**src/rtl/alu_seq_pkg.sv**
```systemverilog
// Shared definitions for the ALU command sequencer:
// opcodes, FSM encoding and command record sizing.
package alu_seq_pkg;

  localparam logic [2:0] OP_AND     = 3'd0;
  localparam logic [2:0] OP_OR      = 3'd1;
  localparam logic [2:0] OP_XOR     = 3'd2;
  localparam logic [2:0] OP_ADD     = 3'd3;
  localparam logic [2:0] OP_SUB     = 3'd4;
  localparam logic [2:0] OP_MUL     = 3'd5;
  localparam logic [2:0] OP_DIV     = 3'd6;
  localparam logic [2:0] OP_ILLEGAL = 3'b111;

  typedef enum logic [2:0] {
    S_IDLE,
    S_LOAD,
    S_START,
    S_WAIT,
    S_RESP
  } state_t;

  // op + x + y + a_div, tag appended
  localparam int CMD_BASE_W = 27;

  function automatic int cmd_w(input int tag_w);
    return CMD_BASE_W + tag_w;
  endfunction

endpackage

```
**src/rtl/alu_cmd_fifo.sv**
```systemverilog
// In-order command FIFO, power-of-two depth, extra level bit
// to tell full from empty.
module alu_cmd_fifo #(
  parameter int W     = 8,
  parameter int DEPTH = 4
) (
  input  logic                     clk,
  input  logic                     rst,
  input  logic                     push,
  input  logic                     pop,
  input  logic [W-1:0]             din,
  output logic [W-1:0]             dout,
  output logic                     full,
  output logic                     empty,
  output logic [$clog2(DEPTH):0]   level
);

  localparam int AW = $clog2(DEPTH);

  logic [W-1:0]  mem [DEPTH];
  logic [AW-1:0] wp;
  logic [AW-1:0] rp;
  logic          push_e;
  logic          pop_e;

  assign full   = (level == (AW+1)'(DEPTH));
  assign empty  = (level == '0);
  assign push_e = push && !full;
  assign pop_e  = pop && !empty;
  assign dout   = mem[rp];

  always_ff @(posedge clk) begin
    if (push_e) mem[wp] <= din;
  end

  always_ff @(posedge clk or posedge rst) begin
    if (rst) begin
      wp    <= '0;
      rp    <= '0;
      level <= '0;
    end else begin
      if (push_e) wp <= wp + 1'b1;
      if (pop_e)  rp <= rp + 1'b1;
      unique case ({push_e, pop_e})
        2'b10:   level <= level + 1'b1;
        2'b01:   level <= level - 1'b1;
        default: level <= level;
      endcase
    end
  end

endmodule

```
**src/rtl/alu_cmd_sequencer.sv**
```systemverilog
// Front-end for the ALU: queues commands, drives the
// BEGIN/END handshake, returns tagged results.
module alu_cmd_sequencer
  import alu_seq_pkg::*;
#(
  parameter int DEPTH   = 4,
  parameter int TIMEOUT = 63,
  parameter int TAG_W   = 4
) (
  input  logic                   clk,
  input  logic                   reset,
  input  logic                   cmd_valid,
  output logic                   cmd_ready,
  input  logic [2:0]             cmd_op,
  input  logic [7:0]             cmd_x,
  input  logic [7:0]             cmd_y,
  input  logic [7:0]             cmd_a_div,
  input  logic [TAG_W-1:0]       cmd_tag,
  output logic                   alu_resetn,
  output logic                   alu_begin,
  output logic [2:0]             alu_op,
  output logic [7:0]             alu_x,
  output logic [7:0]             alu_y,
  output logic [7:0]             alu_a_divide,
  input  logic                   alu_end,
  input  logic [15:0]            alu_out,
  output logic                   rsp_valid,
  input  logic                   rsp_ready,
  output logic [15:0]            rsp_data,
  output logic [TAG_W-1:0]       rsp_tag,
  output logic                   rsp_err,
  output logic                   busy,
  output logic [$clog2(DEPTH):0] fifo_level
);

  localparam int CW = cmd_w(TAG_W);
  localparam int TW = $clog2(TIMEOUT + 1);

  state_t           state;
  state_t           state_n;
  logic             pop;
  logic             push;
  logic             full;
  logic             empty;
  logic [CW-1:0]    din;
  logic [CW-1:0]    dout;
  logic [2:0]       op_q;
  logic [7:0]       x_q;
  logic [7:0]       y_q;
  logic [7:0]       a_q;
  logic [TAG_W-1:0] tag_q;
  logic [TW-1:0]    cnt;
  logic             expired;

  assign push = cmd_valid && !full;
  assign din  = {cmd_op, cmd_a_div, cmd_x, cmd_y, cmd_tag};

  alu_cmd_fifo #(
    .W     (CW),
    .DEPTH (DEPTH)
  ) u_fifo (
    .clk   (clk),
    .rst   (reset),
    .push  (push),
    .pop   (pop),
    .din   (din),
    .dout  (dout),
    .full  (full),
    .empty (empty),
    .level (fifo_level)
  );

  assign expired = (cnt == TW'(TIMEOUT - 1));

  always_ff @(posedge clk or posedge reset) begin
    if (reset) state <= S_IDLE;
    else       state <= state_n;
  end

  always_comb begin
    state_n = state;
    pop     = 1'b0;
    unique case (state)
      S_IDLE: begin
        if (!empty) begin
          pop     = 1'b1;
          state_n = S_LOAD;
        end
      end
      S_LOAD: begin
        if (op_q == OP_ILLEGAL) state_n = S_RESP;
        else                    state_n = S_START;
      end
      S_START: state_n = S_WAIT;
      S_WAIT: begin
        if (alu_end || expired) state_n = S_RESP;
      end
      S_RESP: begin
        if (rsp_ready) state_n = S_IDLE;
      end
      default: state_n = S_IDLE;
    endcase
  end

  always_ff @(posedge clk or posedge reset) begin
    if (reset) begin
      op_q     <= '0;
      x_q      <= '0;
      y_q      <= '0;
      a_q      <= '0;
      tag_q    <= '0;
      cnt      <= '0;
      rsp_data <= '0;
      rsp_err  <= 1'b0;
    end else begin
      if (pop) {op_q, a_q, x_q, y_q, tag_q} <= dout;
      if (state == S_START)     cnt <= '0;
      else if (state == S_WAIT) cnt <= cnt + 1'b1;
      if (state == S_LOAD && op_q == OP_ILLEGAL) begin
        rsp_data <= '0;
        rsp_err  <= 1'b1;
      end
      // END wins over a timeout landing in the same cycle
      if (state == S_WAIT) begin
        if (alu_end) begin
          rsp_data <= alu_out;
          rsp_err  <= 1'b0;
        end else if (expired) begin
          rsp_data <= '0;
          rsp_err  <= 1'b1;
        end
      end
    end
  end

  assign cmd_ready    = !full;
  assign alu_resetn   = !reset && (state != S_LOAD);
  assign alu_begin    = (state == S_START);
  assign alu_op       = op_q;
  assign alu_x        = x_q;
  assign alu_y        = y_q;
  assign alu_a_divide = a_q;
  assign rsp_valid    = (state == S_RESP);
  assign rsp_tag      = tag_q;
  assign busy         = (state != S_IDLE) || !empty;

endmodule

```
**config.mk**
```make
export PLATFORM = sky130hd
export DESIGN_NAME = alu_cmd_sequencer
export DESIGN_NICKNAME = d
export VERILOG_FILES = /design/src/rtl/alu_seq_pkg.sv /design/src/rtl/alu_cmd_fifo.sv /design/src/rtl/alu_cmd_sequencer.sv
export SDC_FILE = /design/constraint.sdc
export NUM_CORES = 1
export LEC_CHECK = 0
export CAP_MARGIN = 5
export CORE_UTILIZATION = 54
export DETAILED_ROUTE_END_ITERATION = 10
export PLACE_DENSITY = 0.9
export SLEW_MARGIN = 20
export SYNTH_ARGS = -nofsm -noshare
export SYNTH_HDL_FRONTEND = slang
export SYNTH_SLANG_ARGS = --single-unit
```
**constraint.sdc**
```tcl
create_clock -name clk -period 2.62 [get_ports clk]
set_input_delay 0.786 -clock clk [delete_from_list [all_inputs] [get_ports clk]]
set_output_delay 0.786 -clock clk [all_outputs]
set_load 0.1 [all_outputs]
```
# Yosys cells after proc, flatten, opt, wreduce, memory -nomap -nowiden
# Memories as Yosys holds them, arrays and structs flattened. A register that Yosys moved wholly into a read port is not among the register bits.
# Index checks and enable logic that the tools add are counted.
# W data, S select, Z words.
[classes]
n_addsub = 5
mul = 0
div = 0
n_lt_le_gt_ge = 0
n_eq_ne = 13
n_shift = 0
n_mux = 20
bitwise_logic = 0
reduce_logical = 16
[op_table]
columns = ["op", "n"]
rows = [
  ["$mux W16", 4],
  ["$pmux W3 S5", 1],
  ["$mux W3", 4],
  ["$mux W6", 2],
  ["$eq A3 B3 Y1 const B", 3],
  ["$mux W1", 8],
  ["$add A6 B1 Y6 const B", 1],
  ["$eq A3 B2 Y1 const B", 2],
  ["$eq A6 B6 Y1 const B", 1],
  ["$logic_not A3 Y1", 2],
  ["$pmux W3 S2", 1],
  ["$logic_and A1 B1 Y1", 5],
  ["$add A2 B1 Y2 const B", 2],
  ["$ne A2 B2 Y1 const B", 2],
  ["$reduce_bool A2 Y1", 2],
  ["$add A3 B1 Y3 const B", 1],
  ["$eq A3 B1 Y1 const B", 1],
  ["$logic_not A1 Y1", 3],
  ["$ne A3 B1 Y1 const B", 1],
  ["$reduce_and A3 Y1", 1],
  ["$reduce_bool A3 Y1", 1],
  ["$sub A3 B1 Y3 const B", 1],
  ["$eq A2 B1 Y1 const B", 1],
  ["$eq A2 B2 Y1 const B", 1],
  ["2 further kinds", 3],
]
[word_totals]
regBits = 33
latch_bits = 0
ram_bits = 124
romBits = 0
out_inout_bits = 56
memories = 1
[memory_table]
columns = ["memory", "words", "word_bits", "read_ports", "rd_clocked_by_memory_dff", "wr", "line", "source"]
rows = [
  ["u_fifo.mem", 4, 31, 1, 1, 1, "alu_cmd_fifo.sv:20", "logic [W-1:0] mem [DEPTH];"],
]

# Depth between registers and ports, before layout
# Gate-level depths: netlist of run 1.
[depth]
depth_word = 6
mapped_depth = 8
depth_no_buf = 8

# Hierarchy
# A second synthesis of run 1 with hierarchy kept.
[unflattened]
cells_unflattened = 421
hier_area_um2 = 7603.5
[by_module_without_submodules]
columns = ["module", "n_inst", "cells_per_inst", "area_each_um2"]
rows = [
  ["alu_cmd_fifo", 1, 200, 4944.7],
  ["alu_cmd_sequencer", 1, 221, 2658.8],
]

# Worst setup path after synthesis of run 1
# No wires, ideal clock.
[synth_path]
path_type = "register to register"
startpoint = "register u_fifo.level[2]"
endpoint = "register u_fifo.level[1]"
setup_time_ns = 0.126
arrival_time_ns = 3.120
required_time_ns = 2.494
path_slack_ns = -0.626
stages_incl_launch_ff = 6
n_path_buf = 0
path_cell_list = "dfrtp_1 > nand2_1 > nand2_1 > ha_1 > fa_1 > mux2_2"
[synth_via]
elab_chain_len = 6
elab_cells_between_ends = 13
[synth_rtl]
columns = ["item", "line", "source"]
rows = [
  ["start: declaration", "alu_cmd_fifo.sv:15", "output logic [$clog2(DEPTH):0] level"],
  ["start signal: assignment", "alu_cmd_fifo.sv:45", "2'b10: level <= level + 1'b1;"],
  ["start signal: assignment", "alu_cmd_fifo.sv:46", "2'b01: level <= level - 1'b1;"],
  ["start signal: assignment", "alu_cmd_fifo.sv:47", "default: level <= level;"],
  ["$eq A3 B3 Y1 *", "alu_cmd_fifo.sv:26", "assign full = (level == (AW+1)'(DEPTH));"],
  ["$logic_not A1 Y1 *", "-", ""],
  ["via cmd_ready", "alu_cmd_sequencer.sv:13", "output logic cmd_ready,"],
  ["$logic_and A1 B1 Y1", "alu_cmd_sequencer.sv:55", "assign push = cmd_valid && !full;"],
  ["$logic_and A1 B1 Y1 *", "alu_cmd_fifo.sv:28", "assign push_e = push && !full;"],
  ["$eq A2 B1 Y1 / $eq A2 B2 Y1 (equally long branches)", "alu_cmd_fifo.sv:44", "unique case ({push_e, pop_e})"],
  ["$pmux W3 S2 / $reduce_bool A2 Y1 (equally long branches)", "-", ""],
]
# Mark *: on every way through the listed nets, which the timed path passes. The rest lies on a longest branch.
# A chain may end at the register's enable or synchronous reset.

# Worst setup path in the final report of run 1
[layout_path]
startpoint = "register state[2]"
endpoint = "output port alu_begin"
[layout_via]
elab_chain_len = 1
[layout_rtl]
columns = ["item", "line", "source"]
rows = [
  ["start: declaration", "alu_cmd_sequencer.sv:39", "state_t state;"],
  ["start signal: assignment", "alu_cmd_sequencer.sv:77", "else state <= state_n;"],
  ["$eq A3 B2 Y1", "alu_cmd_sequencer.sv:138", "assign alu_begin = (state == S_START);"],
  ["end: declaration", "alu_cmd_sequencer.sv:20", "output logic alu_begin,"],
]
# No other way between the ends.

==> flow_metrics.env, run 1 <==
export IMPL_vias=3794
export IMPL_drv_cap=0
export IMPL_syn_nets=422
export IMPL_fin_setup_tns_ps=0
export IMPL_avgViaCountPerCell=5.66
export IMPL_synthFlopType="edfxtp_1"
export IMPL_stdcell_count=670
export IMPL_wirelength_um=13800
export IMPL_area_delta_synth_final_pct=24.4
export IMPL_cp_cell_sequence="nand2b_1 -> nor2_2 -> buf_12"
export IMPL_grt_ovfl_total=0
export IMPL_routabilityCongestion=0.800
export IMPL_layout_drive_gt1_share_pct=32.3
export IMPL_drt_iter0_markers=239
export IMPL_ys_top_cells_by_count="edfxtp_1, dfrtp_1, mux2_2"
export IMPL_slew_headroom_pct=46.5
export IMPL_cts_setup_buffers=0
export IMPL_cts_max_path_buffers=2
export IMPL_yosysSeqAreaShare_pct=73.7
export IMPL_core_area_mm2=0.0128
export IMPL_antenna_found_initial=0
export IMPL_synth_edff_count=124
export IMPL_synth_async_sr_flop_share_pct=34.0
export IMPL_initial_core_util_pct=56.3
export IMPL_crit_buf_inv=1
export IMPL_syn_inst=362
export IMPL_grt_max_degree=38
export IMPL_status="finished clean"
export IMPL_hold_path_class="flip-flop to flip-flop"
export IMPL_fin_skew_ps=8.26
export IMPL_crit_slowest_cell="dfrtp_1"
export IMPL_die_w_um=118
export IMPL_cts_made_buffers=17
export IMPL_rsz0062_at_grt="no"
export IMPL_crit_required_ps=1830
export IMPL_end_kind="output port"
export IMPL_die_area_mm2=0.0138
export IMPL_syn_area_per_cell_um2=20.0
export IMPL_netlist_area_mm2=0.00722
export IMPL_fin_nets=545
export IMPL_cts_hold_buf=0
export IMPL_clock_fmax_mhz=390
export IMPL_fin_crit_sh_pct=97.8
export IMPL_htreeDepth=4
export IMPL_fin_crit_ps=2560
export IMPL_yosysTopAreaCellShare_pct=51.6
export IMPL_first_pass_iters=5
export IMPL_port_buffers=107
export IMPL_clk_pin_slew_ps=60
export IMPL_rows=41
export IMPL_yosysTopAreaCell="edfxtp_1"
export IMPL_crit_family="simple AND/OR/NAND/NOR gates"
export IMPL_n_antenna_cell=0
export IMPL_die_y_um=118
export IMPL_dpl_hpwl_um=8570
export IMPL_synth_distinct_cells=34
export IMPL_ys_top_cells_by_area="edfxtp_1, dfrtp_1, mux4_2, mux2_2, mux4_1"
export IMPL_first_global_vias=4073
export IMPL_clkSinkCount=188
export IMPL_whs_ps=510
export IMPL_cts_tree="built"
export IMPL_ant_nets=0
export IMPL_drc_errors=0
export IMPL_maxSlewViolCount=0
export IMPL_numPlacedInstances=638
export IMPL_path_max_fanout=8
export IMPL_wl_per_cell_um=20.6
export IMPL_synth_most_common_cell="edfxtp_1"
export IMPL_ios=108
export IMPL_gr_usage_all_layers_pct=21.4
export IMPL_start_kind="flip-flop"
export IMPL_path_class="flip-flop to output port"
export IMPL_slowest_delay_ps=480
export IMPL_ys_ff_latch=188
export IMPL_root_buffer="clkbuf_16"
export IMPL_ctsResizeCount=1
export IMPL_tightest_slew_ps=803
export IMPL_yosys_warnings=0
export IMPL_hold_viol=0
export IMPL_insertion_delay_ps=430
export IMPL_grt_pass1_wl_um=22100
export IMPL_setup_viol=0
export IMPL_finish_utilization_pct=70.0
export IMPL_crit_arrival_ps=1780
[through the flow]
stage | worst slack [ps] | instance area [um^2]
after global routing | 11.9 | 8980
after global placement | 122 | 8440
after CTS | 91.7 | 8980
after detailed placement | 38.4 | 8440
after floorplan | 33.0 | 7230
final | 57.2 | 8980
[worst reg2reg max path, stage by stage, from the launching register on]
cell and delay (ps):
dfrtp_2 460, nor3_1 340, nor4_4 70, ha_1 260, fa_1 390, xnor2_1 210, nor2_1 100, xor2_1 150
[registers in the layout, summed over array words and instances (netlist names)]
signal / flops
u_fifo.mem: 124
rsp_data: 16
alu_a_divide: 8
alu_x: 8
alu_y: 8
cnt: 6
rsp_tag: 4
alu_op: 3
state: 3
u_fifo.level: 3
u_fifo.rp: 2
u_fifo.wp: 2
rsp_err: 1
[logic make-up after synthesis]
logic type	synth area share [%]
flops	73.7
xor+xnor	0.970
buf+inv	1.87
compound gates	3.01
mux	15.6
simple gates	3.33
fa+ha+maj	1.49
[final cells by class]
class / instances / area, um^2
timing repair buffer: 118 / 1100
clock buffer: 24 / 472
inverter: 5 / 18.8
fill: 794 / 3840
tap: 172 / 215
multi-input combinational: 155 / 1770
clock inverter: 8 / 68.8
sequential: 188 / 5330
[worst paths after layout]
check | from | endpoint | slack (ps) | depth (start not counted)
hold / removal | rsp_data[10] | rsp_data[10] | 510 | 1
setup / recovery | state[2] | alu_begin | 60 | 3
min in group asynchronous | reset | rsp_data[4] | 810 | 3
hold reg to reg | rsp_data[10] | rsp_data[10] | 510 | 1
setup reg to reg | u_fifo.level[0] | u_fifo.level[2] | 530 | 7
max in group asynchronous | reset | u_fifo.rp[0] | 1340 | 3
[routing by layer]
metal	vias up	wire length [um]	global-route usage, %
met5	-	0	0
met2	152	7060	35.8
met1	1941	5660	26.6
met4	0	189	8.81
met3	19	867	5.38
li1	1682	-	-
[layout by cell type (no fill, tap or decap), drive strengths merged]
cell type	netlist	routed
o21ai	6	6
buf	11	67
edfxtp	124	124
clkbuf	3	24
mux2	33	33
nor4	2	2
nor2b	1	1
nor3	3	3
nand3	5	5
or3b	1	1
fa	1	1
nand2	11	11
or3	1	1
or2	1	1
inv	5	5
nor3b	1	1
nor2	12	12
a21oi	4	4
ha	7	7
clkinv	0	6
and3	4	4
bufinv	0	1
mux4	31	31
o221ai	1	1
xnor2	5	5
clkdlybuf4s50	0	51
nand2b	3	3
a22o	16	16
xor2	3	3
o31ai	2	2
dfrtp	64	64
nand3b	1	1
clkinvlp	0	1
Power of run 1 is not shown: default switching activity piles up to over one toggle a cycle in this logic, so the estimate is an artifact.
==> run 2: changes to the inputs <==
Settings changed: MAX_ROUTING_LAYER set to met4, PLACE_DENSITY 0.9 to 0.8.
==> run 2 against run 1 <==
Worst hold slack got worse by 4.0 ps. Core utilization about the same. Worst setup slack improved by 73 ps. Routed wire length decreased by 1.3%. Via count increased by 0.90%. First-iteration DRC count decreased by 27%. Sequential cell count unchanged. Die area unchanged. Final cell count increased by 1.2%. Global-route usage increased by 1.1 points. Design area about the same. Critical path type unchanged.
==> flow_metrics.env, run 2 (synthesis results as in run 1) <==
export IMPL_status="finished clean"
export IMPL_regMostFlops="u_fifo.mem"
export IMPL_antenna_found_initial=1
export IMPL_fin_area_mm2=0.00898
export IMPL_met3WireLength_um=831
export IMPL_fin_nets=552
export IMPL_htreeDepth=4
export IMPL_wl_per_cell_um=20.0
export IMPL_slew_headroom_pct=67.5
export IMPL_die_w_um=118
export IMPL_crit_slowest_cell="dfrtp_1"
export IMPL_reg_largest_list="u_fifo.mem (124), rsp_data (16)"
export IMPL_maxSlewViolCount=0
export IMPL_final_cell_mix="edfxtp_1, buf_4, dfrtp_1"
export IMPL_first_global_vias=4033
export IMPL_grt_ovfl_total=0
export IMPL_cts_hold_buf=0
export IMPL_avgViaCountPerCell=5.65
export IMPL_top_layer_used="met4"
export IMPL_core_area_mm2=0.0128
export IMPL_fin_crit_sh_pct=95.0
export IMPL_crit_buf_inv=1
export IMPL_rows=41
export IMPL_cts_max_path_buffers=2
export IMPL_wirelength_um=13600
export IMPL_start_kind="flip-flop"
export IMPL_path_max_fanout=8
export IMPL_fillers=819
export IMPL_clock_fmax_mhz=402
export IMPL_first_pass_iters=4
export IMPL_path_class="flip-flop to output port"
export IMPL_crit_family="simple AND/OR/NAND/NOR gates"
export IMPL_layout_drive_gt1_share_pct=33.9
export IMPL_gr_usage_all_layers_pct=22.4
export IMPL_die_area_mm2=0.0138
export IMPL_finish_utilization_pct=70.1
export IMPL_cts_tree="built"
export IMPL_initial_core_util_pct=56.3
export IMPL_drt_iter0_markers=174
export IMPL_grt_pass1_wl_um=22300
export IMPL_tightest_slew_ps=488
export IMPL_root_buffer="clkbuf_16"
export IMPL_grt_max_degree=38
export IMPL_stdcell_count=678
export IMPL_fin_setup_tns_ps=0
export IMPL_area_delta_synth_final_pct=24.4
export IMPL_drc_errors=0
export IMPL_rsz0062_at_grt="no"
export IMPL_fin_crit_ps=2490
export IMPL_hold_path_class="flip-flop to flip-flop"
export IMPL_ios=108
export IMPL_end_kind="output port"
export IMPL_ant_nets=0
export IMPL_clk_pin_slew_ps=60
export IMPL_port_buffers=107
export IMPL_cp_cell_sequence="nand2b_1 -> nor2_2 -> buf_12"
export IMPL_insertion_delay_ps=420
export IMPL_clkSinkCount=188
export IMPL_crit_required_ps=1830
export IMPL_largest_reg_flops=124
export IMPL_met2_length_um=6950
export IMPL_drv_cap=0
export IMPL_cts_made_buffers=17
export IMPL_routabilityCongestion=0.867
export IMPL_final_common_cell="edfxtp_1"
export IMPL_place_area_mm2=0.00845
export IMPL_dpl_hpwl_um=8840
export IMPL_wl_met1_um=5540
export IMPL_fin_skew_ps=9.79
export IMPL_slowest_delay_ps=480
export IMPL_crit_arrival_ps=1700
export IMPL_setup_viol=0
export IMPL_die_y_um=118
export IMPL_vias=3828
export IMPL_hold_viol=0
export IMPL_numPlacedInstances=645
==> run 2: changes by cell type in the layout (fill, tap and decap cells not counted), moves of 2 or more <==
cell,change
buf_4,+10
clkbuf_1,-5
clkinvlp_4,+5
buf_12,-3
clkbuf_8,-2
clkinv_4,+2
==> run 2: cell type report <==
cell class	count	area, um^2	area share [%]
flip-flops and latches	188	5330	59.3
multi-input cells	155	1770	19.7
repair buffers	125	1120	12.4
clock buffers	17	425	4.73
well taps	172	215	2.40
clock inverters	15	101	1.13
inverters	5	18.8	0.209
diodes	1	2.50	0.0279
==> run 2: repair_timing <==
| item | 4_1_cts | 5_1_grt |
|---|---|---|
| endpoints found under the setup margin | 0 | 1 |
| resized for setup | 0 | 1 |
| buffers inserted | 0 | 0 |
==> run 2: final timing paths <==
| kind | startpoint | endpoint | slack [ps] | cells past startpoint |
|---|---|---|---|---|
| min | rsp_data[4] | rsp_data[4] | 510 | 1 |
| max | state[2] | alu_begin | 130 | 3 |
| max in group asynchronous | reset | u_fifo.rp[0] | 1380 | 3 |
| min reg2reg | rsp_data[4] | rsp_data[4] | 510 | 1 |
| min in group asynchronous | reset | state[0] | 830 | 3 |
| max reg2reg | u_fifo.level[0] | u_fifo.level[2] | 680 | 7 |
==> run 2: per-stage QoR <==
| stage | hold WS (ps) | setup slack (ps) |
|---|---|---|
| floorplan | 473 | 33.0 |
| global placement | 489 | 157 |
| detailed placement | 492 | 141 |
| CTS | 512 | 30.9 |
| global route | 523 | 35.9 |
| finish | 506 | 130 |
==> run 2: per-layer routing <==
metal  up-vias  GRT usage [%]
met5         -              -
met1      1985           27.2
met2       127           35.9
li1       1698              -
met3        18           5.86
met4         0           9.38
Power of run 2 is left out for the same reason.
